--- config.mk ---
export PLATFORM = sky130hd
export DESIGN_NAME = serv_mdu_iter
export DESIGN_NICKNAME = d
export VERILOG_FILES = /design/src/rtl/serv_mdu_pkg.sv /design/src/rtl/serv_mdu_cneg.sv /design/src/rtl/serv_mdu_iter.sv
export SDC_FILE = /design/constraint.sdc
export NUM_CORES = 1
export LEC_CHECK = 0
export CAP_MARGIN = 30
export CELL_PAD_IN_SITES_DETAIL_PLACEMENT = 2
export CELL_PAD_IN_SITES_GLOBAL_PLACEMENT = 2
export CORE_MARGIN = 2
export CORE_UTILIZATION = 32
export DETAILED_ROUTE_END_ITERATION = 16
export GPL_TIMING_DRIVEN = 1
export PLACE_DENSITY = 0.78
export SETUP_SLACK_MARGIN = 0.15
export SYNTH_ARGS = -nofsm -noshare
export SYNTH_HDL_FRONTEND = slang
export SYNTH_SLANG_ARGS = --single-unit
--- constraint.sdc ---
create_clock -name i_clk -period 3.6 [get_ports i_clk]
set_input_delay 0.54 -clock i_clk [delete_from_list [all_inputs] [get_ports i_clk]]
set_output_delay 0.54 -clock i_clk [all_outputs]
set_load 0.01 [all_outputs]
--- src/rtl/serv_mdu_pkg.sv ---
// Shared definitions for the iterative RV32M multiply/divide unit:
// funct3 opcodes, FSM state encoding and opcode decode helpers.
package serv_mdu_pkg;

  localparam logic [2:0] MDU_MUL    = 3'd0;
  localparam logic [2:0] MDU_MULH   = 3'd1;
  localparam logic [2:0] MDU_MULHSU = 3'd2;
  localparam logic [2:0] MDU_MULHU  = 3'd3;
  localparam logic [2:0] MDU_DIV    = 3'd4;
  localparam logic [2:0] MDU_DIVU   = 3'd5;
  localparam logic [2:0] MDU_REM    = 3'd6;
  localparam logic [2:0] MDU_REMU   = 3'd7;

  typedef enum logic [2:0] {
    ST_IDLE = 3'd0,
    ST_RUN  = 3'd1,
    ST_FIN  = 3'd2,
    ST_ACK  = 3'd3,
    ST_WAIT = 3'd4
  } mdu_state_e;

  // Divide-class opcodes (DIV, DIVU, REM, REMU) all have funct3[2] set.
  function automatic logic is_div(input logic [2:0] op);
    return op[2];
  endfunction

  // Remainder opcodes (REM, REMU) within the divide class.
  function automatic logic is_rem(input logic [2:0] op);
    return op[2] & op[1];
  endfunction

  // rs1 is treated as signed.
  function automatic logic sa(input logic [2:0] op);
    case (op)
      MDU_MULH, MDU_MULHSU, MDU_DIV, MDU_REM: sa = 1'b1;
      default:                                sa = 1'b0;
    endcase
  endfunction

  // rs2 is treated as signed.
  function automatic logic sb(input logic [2:0] op);
    case (op)
      MDU_MULH, MDU_DIV, MDU_REM: sb = 1'b1;
      default:                    sb = 1'b0;
    endcase
  endfunction

endpackage

--- src/rtl/serv_mdu_cneg.sv ---
// Width-parameterised conditional two's-complement negator.
module serv_mdu_cneg #(
  parameter int W = 32
) (
  input  logic         i_neg,
  input  logic [W-1:0] i_a,
  output logic [W-1:0] o_y
);

  assign o_y = i_neg ? (~i_a + {{(W-1){1'b0}}, 1'b1}) : i_a;

endmodule

--- src/rtl/serv_mdu_iter.sv ---
// Iterative radix-2 RV32M multiply/divide unit. Operands are reduced to
// magnitudes on capture, a shared 64-bit {hi, lo} register runs 32 shift-add
// or restoring shift-subtract steps, and the sign is restored in one fix-up
// cycle before a single-cycle ready pulse.
module serv_mdu_iter
  import serv_mdu_pkg::*;
(
  input  logic        i_clk,
  input  logic        i_rst,
  input  logic        i_mdu_valid,
  input  logic [2:0]  i_mdu_opcode,
  input  logic [31:0] i_mdu_rs1,
  input  logic [31:0] i_mdu_rs2,
  output logic        o_mdu_ready,
  output logic [31:0] o_mdu_rd
);

  mdu_state_e  r_state, w_next;
  logic [4:0]  r_cnt, w_cnt_d;
  logic [2:0]  r_op, w_op_d;
  logic        r_a_neg, w_a_neg_d;
  logic        r_b_neg, w_b_neg_d;
  logic [31:0] r_a, w_a_d;
  logic [31:0] r_b, w_b_d;
  logic [31:0] r_hi, w_hi_d;
  logic [31:0] r_lo, w_lo_d;
  logic [31:0] w_rd_d;
  logic        w_ready_d;

  // Operand capture: magnitudes of the raw request operands.
  logic        w_cap_a_neg, w_cap_b_neg;
  logic [31:0] w_abs_a, w_abs_b;

  assign w_cap_a_neg = sa(i_mdu_opcode) & i_mdu_rs1[31];
  assign w_cap_b_neg = sb(i_mdu_opcode) & i_mdu_rs2[31];

  serv_mdu_cneg #(.W(32)) u_neg_a (.i_neg(w_cap_a_neg), .i_a(i_mdu_rs1), .o_y(w_abs_a));
  serv_mdu_cneg #(.W(32)) u_neg_b (.i_neg(w_cap_b_neg), .i_a(i_mdu_rs2), .o_y(w_abs_b));

  // One iteration step. Multiply: add multiplicand into hi when the
  // multiplier LSB (lo[0]) is set, then shift the 33-bit sum down into lo.
  // Divide: shift {rem, quo} left and trial-subtract; a set bit 32 of the
  // shifted remainder means it already exceeds any 32-bit divisor.
  logic [32:0] w_mul_sum, w_div_sh, w_div_diff;
  logic        w_div_ok;

  assign w_mul_sum  = {1'b0, r_hi} + (r_lo[0] ? {1'b0, r_a} : 33'd0);
  assign w_div_sh   = {r_hi, r_lo[31]};
  assign w_div_diff = w_div_sh - {1'b0, r_b};
  assign w_div_ok   = w_div_sh[32] | ~w_div_diff[32];

  // Sign fix-up: one 64-bit negator serves product, quotient and remainder.
  logic        w_fin_neg;
  logic [63:0] w_fin_in, w_fin_y;
  logic [31:0] w_fin_sel;

  assign w_fin_in  = !is_div(r_op) ? {r_hi, r_lo}
                   : {32'd0, (is_rem(r_op) ? r_hi : r_lo)};
  assign w_fin_neg = !is_div(r_op) ? (r_a_neg ^ r_b_neg)
                   : is_rem(r_op)  ? r_a_neg
                   : ((r_a_neg ^ r_b_neg) & (r_b != 32'd0));
  assign w_fin_sel = (is_div(r_op) || (r_op == MDU_MUL)) ? w_fin_y[31:0] : w_fin_y[63:32];

  serv_mdu_cneg #(.W(64)) u_neg_fin (.i_neg(w_fin_neg), .i_a(w_fin_in), .o_y(w_fin_y));

  // FSM state register.
  always_ff @(posedge i_clk) begin
    if (i_rst) begin
      r_state <= ST_IDLE;
    end else begin
      r_state <= w_next;
    end
  end

  // Next-state logic: WAIT blocks a level-held valid from relaunching.
  always_comb begin
    w_next = r_state;
    case (r_state)
      ST_IDLE: begin
        if (i_mdu_valid) w_next = ST_RUN;
        else             w_next = ST_IDLE;
      end
      ST_RUN: begin
        if (r_cnt == 5'd31) w_next = ST_FIN;
        else                w_next = ST_RUN;
      end
      ST_FIN:  w_next = ST_ACK;
      ST_ACK:  w_next = ST_WAIT;
      ST_WAIT: begin
        if (i_mdu_valid) w_next = ST_WAIT;
        else             w_next = ST_IDLE;
      end
      default: w_next = ST_IDLE;
    endcase
  end

  // Per-state next values for the datapath and the registered outputs.
  always_comb begin
    w_cnt_d   = r_cnt;
    w_op_d    = r_op;
    w_a_neg_d = r_a_neg;
    w_b_neg_d = r_b_neg;
    w_a_d     = r_a;
    w_b_d     = r_b;
    w_hi_d    = r_hi;
    w_lo_d    = r_lo;
    w_rd_d    = o_mdu_rd;
    w_ready_d = 1'b0;
    case (r_state)
      ST_IDLE: begin
        if (i_mdu_valid) begin
          w_cnt_d   = 5'd0;
          w_op_d    = i_mdu_opcode;
          w_a_neg_d = w_cap_a_neg;
          w_b_neg_d = w_cap_b_neg;
          w_a_d     = w_abs_a;
          w_b_d     = w_abs_b;
          w_hi_d    = 32'd0;
          w_lo_d    = is_div(i_mdu_opcode) ? w_abs_a : w_abs_b;
        end else begin
          w_cnt_d = r_cnt;
        end
      end
      ST_RUN: begin
        w_cnt_d = r_cnt + 5'd1;
        if (is_div(r_op)) begin
          w_hi_d = w_div_ok ? w_div_diff[31:0] : w_div_sh[31:0];
          w_lo_d = {r_lo[30:0], w_div_ok};
        end else begin
          w_hi_d = w_mul_sum[32:1];
          w_lo_d = {w_mul_sum[0], r_lo[31:1]};
        end
      end
      ST_FIN: begin
        w_rd_d    = w_fin_sel;
        w_ready_d = 1'b1;
      end
      default: begin
        w_ready_d = 1'b0;
      end
    endcase
  end

  // Datapath and output registers.
  always_ff @(posedge i_clk) begin
    if (i_rst) begin
      r_cnt       <= 5'd0;
      r_op        <= 3'd0;
      r_a_neg     <= 1'b0;
      r_b_neg     <= 1'b0;
      r_a         <= 32'd0;
      r_b         <= 32'd0;
      r_hi        <= 32'd0;
      r_lo        <= 32'd0;
      o_mdu_rd    <= 32'd0;
      o_mdu_ready <= 1'b0;
    end else begin
      r_cnt       <= w_cnt_d;
      r_op        <= w_op_d;
      r_a_neg     <= w_a_neg_d;
      r_b_neg     <= w_b_neg_d;
      r_a         <= w_a_d;
      r_b         <= w_b_d;
      r_hi        <= w_hi_d;
      r_lo        <= w_lo_d;
      o_mdu_rd    <= w_rd_d;
      o_mdu_ready <= w_ready_d;
    end
  end

endmodule

# Word-level counts from Yosys, hierarchy flattened
# Index checks and enable logic that the tools add are counted.
dict set report totals {
  register_bits 174
  inputBits 70
  output_inout_bits 33
}
dict set report classes {
  addsub 6
  eq_ne 10
  n_mux 26
  bitwise 10
  n_reduce_logical 9
}
# operator n
set ops {}
lappend ops {{$mux 32} 11}
lappend ops {{$mux 64} 2}
lappend ops {{$pmux 32 s2} 2}
lappend ops {{$add 32x1->32 const B} 2}
lappend ops {{$add 64x1->64 const B} 1}
lappend ops {{$not 32->32} 2}
lappend ops {{$not 64->64} 1}
lappend ops {{$add 32x32->33} 1}
lappend ops {{$sub 33x32->33} 1}
lappend ops {{$reduce_bool 32->1} 1}
lappend ops {{$pmux 3 s5} 1}
lappend ops {{$pmux 5 s2} 1}
lappend ops {{$eq 3x2->1 const B} 3}
lappend ops {{$eq 3x3->1 const B} 3}
lappend ops {{$eq 3x1->1 const B} 2}
lappend ops {{$logic_not 3->1} 2}
lappend ops {{$mux 1} 6}
lappend ops {{$add 5x1->5 const B} 1}
lappend ops {{$eq 5x5->1 const B} 1}
lappend ops {{$mux 5} 1}
lappend ops {{$and 1x1->1} 4}
lappend ops {{$reduce_and 2->1} 2}
lappend ops {{$reduce_or 4->1} 1}
lappend ops {{$mux 3} 1}
lappend ops {{other kinds (8)} 8}

# Logic depth before layout (Yosys ltp)
dict set report logic_depth {
  ltp_word 8
  ltp_mapped 16
}

# Cells and area by module
# From an unflattened synthesis, not the netlist that was laid out.
dict set report hier_totals {
  cells_unflattened 1926
  area_unflattened_um2 15192.1
}
# mod n_inst cells_per_inst area_each_um2
set by_module_without_submodules {}
lappend by_module_without_submodules {serv_mdu_iter 1 1522 11989.0}
lappend by_module_without_submodules {{serv_mdu_cneg at u_neg_fin} 1 206 1649.1}
lappend by_module_without_submodules {{serv_mdu_cneg at u_neg_a ...} 2 99 777.0}

# Worst setup path after synthesis
# Ideal clock, no wire load.
dict set report synth_path {
  path_type {register -> register}
  from {register r_op[1]}
  to {register o_mdu_rd[20]}
  setup_ns 0.132
  t_arrival_ns 3.338
  slack_ns 0.130
  path_stages_with_launch 17
  synth_period_minus_slack_ns 3.470
  cell_sequence {dfxtp_1 -> and2_1 -> buf_4 -> buf_6 -> buf_2 -> buf_2 -> buf_2 -> mux2i_1 -> ha_1 -> o21ai_2 -> nor3_4 -> nand4_2 -> or4b_4 -> nand2_1 -> xnor2_1 -> o211ai_1 -> a21oi_1}
}
dict set report synth_between {
  elab_chain_len 7
}
# item line_no
set synth_rtl {}
lappend synth_rtl {{start, declared} serv_mdu_iter.sv:20} ;# logic [2:0] r_op, w_op_d;
lappend synth_rtl {{start signal, assigned} serv_mdu_iter.sv:159} ;# r_op <= w_op_d;
lappend synth_rtl {{$and 1x1->1} serv_mdu_pkg.sv:29} ;# return op[2] & op[1];
lappend synth_rtl {{$mux 32} serv_mdu_iter.sv:58} ;# : {32'd0, (is_rem(r_op) ? r_hi : r_lo)};
lappend synth_rtl {{$mux 64} serv_mdu_iter.sv:57} ;# assign w_fin_in = !is_div(r_op) ? {r_hi, r_lo}
lappend synth_rtl {{$not 64->64} serv_mdu_cneg.sv:10} ;# assign o_y = i_neg ? (~i_a + {{(W-1){1'b0}}, 1'b1}) : i_a;
lappend synth_rtl {{$add 64x1->64} serv_mdu_cneg.sv:10}
lappend synth_rtl {{$mux 64} serv_mdu_cneg.sv:10}
lappend synth_rtl {{$mux 32 *} serv_mdu_iter.sv:62} ;# assign w_fin_sel = (is_div(r_op) || (r_op == MDU_MUL)) ? w_fin_y[31:0] : w_fin_y[63:32];
lappend synth_rtl {{end signal, assigned} serv_mdu_iter.sv:166} ;# o_mdu_rd <= w_rd_d;
lappend synth_rtl {{end, declared} serv_mdu_iter.sv:15} ;# output logic [31:0] o_mdu_rd
# Mark *: on every way between the ends. The rest lies on a longest branch, timed or not.
# A chain may end at the register's enable or synchronous reset.

# Worst setup path after layout
dict set report layout_path {
  from {register r_lo[0]}
  to {register r_hi[29]}
}
dict set report layout_between {
  elab_chain_len 4
}
# item line_no
set layout_rtl {}
lappend layout_rtl {{start, declared} serv_mdu_iter.sv:26} ;# logic [31:0] r_lo, w_lo_d;
lappend layout_rtl {{start signal, assigned} serv_mdu_iter.sv:165} ;# r_lo <= w_lo_d;
lappend layout_rtl {{$mux 32} serv_mdu_iter.sv:47} ;# assign w_mul_sum = {1'b0, r_hi} + (r_lo[0] ? {1'b0, r_a} : 33'd0);
lappend layout_rtl {{$add 32x32->33} serv_mdu_iter.sv:47}
lappend layout_rtl {{$mux 32} serv_mdu_iter.sv:126} ;# if (is_div(r_op)) begin
lappend layout_rtl {{$pmux 32 s2} serv_mdu_iter.sv:109} ;# case (r_state)
lappend layout_rtl {{end signal, assigned} serv_mdu_iter.sv:164} ;# r_hi <= w_hi_d;
lappend layout_rtl {{end, declared} serv_mdu_iter.sv:25} ;# logic [31:0] r_hi, w_hi_d;
# No other way between the ends.

==> metrics.md <==
| Metric | Value |
|---|---|
| Status | finished, final reports clean |
| M1 GR Usage | 0.388 |
| Setup TNS | 0 ns |
| DR iter-0 viols | about 1.3k |
| Seq/Total Area, Yosys | 0.233 |
| Max-cap violations | 0 |
| Std-Cell Rows | just under 80 |
| Cell Pwr Density | 363 mW/mm2 |
| Worst Hold Launch | r_a[31] |
| Hold depth | 2 |
| Fraction of registers with async set or reset after synthesis | 0 |
| GP Congestion | 0.921 |
| Vias in the first global route | between 15k and 20k |
| Clk_skew | around 0.015 ns |
| Initial Utilization | 0.323 |
| Tcrit/Tclk final | 0.952 |
| HP Class | flop to flop |
| # DRC | 0 |
| Syn nets | 2155 |
| Initial antenna violation count | 1 |
| Dominant synthesized flop cell | dfxtp_1 |
| Normalized max-slew margin | 0.316 |
| Overall global routing resource usage | 0.299 |
| Slew of the pin with the lowest slew margin | 1.02 ns |
| Post-Synthesis Cells | around 2k |
| CTS Buf Count | 17 |
| Final Hold Viols | 0 |
| Critical path fanouts, max | 33 |
| Root Buffer | clkbuf_16 |
| Util after Layout | 0.384 |
| Clk sink count | 174 |
| Drt total wl | 72600 um |
| Skew-Pair Late Insertion Delay | 0.48 ns |
| Met3 Track Usage GR | 0.0488 |
| RSZ-0062 raised after global routing | yes |
| First-pass GRT wire length | 109000 um |
| Worst reg2reg path startpoint | r_lo[0] |
| Via/cell ratio | between 5 and 6 |
| Max H-tree Level | 4 |
| Pleak | 6.83 nW |
| Area of the die | 0.0486 mm2 |
| Nets | between 2k and 2.5k |
| Fmax achieved | 292 MHz |
| Yosys cell types | 91 |
| Dpl hpwl | roughly 58000 um |
| Tmin final | about 3.4 ns |
| Detailed-route via count | roughly 16k |
| Critical path required time | ~4 ns |
| Met2 Use GR | 0.493 |
| Drt first pass iters | 7 |
| R2R cell count | 13 |
| Design area | 0.0178 mm2 |
| Final Setup Violations | 0 |
| Total grt overflow | 0 |
| Setup crit start kind | flop |
| DP Area | about 0.017 mm2 |
| CP Data Arrival Time | 3.85 ns |
| Area Overhead vs Synth | 18.8% |
| Clk pin slew, worst setup/hold paths | 0.08 ns |
| Post-CTS Hold Buffers | 0 |
| Hold WS | 0.471 ns |
| Chip Width | between 200 and 250 um |
| Reg-to-reg endpoint | r_hi[29] |
| Setup CP Type | flop to flop |
| Synthesized area | between 0.01 and 0.015 mm2 |
| EDFF count, synth | 0 |
| DR WL/cell | roughly 27 um |
| I/O pin total | 103 |
| Largest net degree at the start of global routing | roughly 120 |
| Yosys warnings | 0 |
| CP Capture Type | flop |
| Commonest non-fill, non-tap cells in the layout | 236 x nor2_1, 199 x a21oi_1, 173 x dfxtp_1 |
| Layout cells sized above 1 | 0.0952 |
| Avg Inst Size Synth | 7.44 um2 |
| Commonest non-fill, non-tap cell in the layout | nor2_1 |
| Core box area | around 0.046 mm2 |
| VDD IR max | around 0.00022 V |
| Port buffer count | between 100 and 150 |
| GRT Max-Usage Layer | met2 |
| Final Max Tran Viols | 0 |
| Antenna Violating Nets Remaining | 0 |
| FF-to-FF setup slack | roughly 0.17 ns |
| Die height | about 220 um |
| Clock Path Buffers | 2 |
| CTS tree | yes |
| Synth Register Bits | 174 |
| Hold path endpoint | r_a[31] |
-- registers in the layout, summed over array words and instances (netlist names) --
register,cells
r_b,32
r_cnt,5
r_b_neg,1
r_hi,32
r_lo,32
r_a,32
r_a_neg,1
r_state,3
o_mdu_rd,32
r_op,3
o_mdu_ready,1
-- cells in the mapped netlist, drive strengths merged (5+ instances only) --
library cell    n  area share
or2             5      0.0021
xor2           83       0.049
a211oi         81       0.042
buf            28       0.012
a31oi          37       0.015
and4bb          6      0.0050
dfxtp         174        0.23
a21boi          6      0.0030
a21oi         203       0.068
nand2b         21      0.0088
a22oi          24       0.012
nand3b          5      0.0025
ha             69       0.058
a211o           6      0.0035
o41ai           7      0.0046
nor3           49       0.019
o31ai          17      0.0092
nor4           28       0.014
o211ai         28       0.014
a41oi           5      0.0029
nand2         160       0.041
a221oi          9      0.0053
nor2          237       0.059
or3            14      0.0058
and2           44       0.018
nand3          39       0.013
a21o           23       0.012
o21bai          5      0.0025
o22ai          12      0.0050
o221ai         13      0.0080
nor2b           6      0.0025
a22o            8      0.0047
o21a           11      0.0055
xnor2          93       0.054
and4            5      0.0031
and3           10      0.0042
nand4           9      0.0042
inv            63       0.016
mux2i          73       0.049
o21ai         124       0.042
clkbuf        113       0.028
-- layout make-up --
type	instances	area, um2
Antenna cell	3	7.51
Clock buffer	17	425
Clock inverter	15	204
Fill cell	5315	28600
Inverter	63	236
Multi-Input combinational cell	1636	10700
Sequential cell	174	3490
Tap cell	607	759
Timing Repair Buffer	217	1950
-- per-layer routing --
metal	share of wire	up-vias	wire length [um]
met5	0	-	0
met4	0.037	0	2710
met3	0.065	129	4720
met2	0.47	526	33900
met1	0.43	8212	31300
li1	-	7517	-
-- cells by family (layout without fill, tap and decap cells) --
group | count (synthesis) | count (layout) | share of synthesized area
AO/OA/AOI/OAI | 660 | 660 | 0.286
adder cells (fa/ha/maj) | 71 | 71 | 0.0603
multiplexers | 74 | 74 | 0.0498
flip-flops | 174 | 174 | 0.233
buffers and inverters | 204 | 312 | 0.0560
other | 0 | 3 | 0
XOR/XNOR | 176 | 176 | 0.103
AND/OR/NAND/NOR | 655 | 655 | 0.213
-- worst max-delay path by stage --
stage,slack [ns],depth (start not counted),from,endpoint
after CTS,0.19,12,r_b[3],r_hi[15]
after detailed placement,0.09,10,r_op[1],o_mdu_rd[13]
after global placement,0.24,10,r_op[1],o_mdu_rd[13]
final,0.17,13,r_lo[0],r_hi[29]
after global routing,0.08,12,r_lo[0],r_hi[30]
after floorplan,0.20,16,r_op[1],o_mdu_rd[20]
-- timing repair --
| item | 4_1_cts | 5_1_grt |
|---|---|---|
| buffers inserted | 0 | 2 |
| gates resized for setup | 2 | 6 |
| gates cloned | 0 | 0 |
| endpoints found under the setup margin | 2 | 15 |
| pin swaps | 0 | 1 |
-- power by group --
group	switching, mW	total [mW]	internal (mW)	leakage [nW]
Clock	0.970	2.09	1.12	0.306
Combinational	1.38	2.16	0.771	5.10
Sequential	0.169	2.21	2.04	1.42
-- through the flow --
| stage | instances | setup WS [ns] | total power [mW] |
|---|---|---|---|
| floorplan | 2014 | 0.205 | 3.47 |
| global placement | 2695 | 0.238 | 4.25 |
| detailed placement | 2695 | 0.0909 | 4.34 |
| CTS | 2727 | 0.190 | 6.43 |
| global route | 2729 | 0.0823 | 6.71 |
| finish | 2732 | 0.171 | 6.45 |
-- critical path, stage by stage, from the launching register on --
cell and delay, ns:
dfxtp_1 0.34, buf_12 0.17, and2_1 0.21, ha_1 0.44, nand3_1 0.20, nor4_1 0.38, buf_4 0.19, nand3_1 0.11
a21oi_1 0.27, nor3_1 0.16, o21a_1 0.26, o211a_1 0.22, nor3b_1 0.25, o21a_1 0.15
Power figures use the tool's default switching activity.
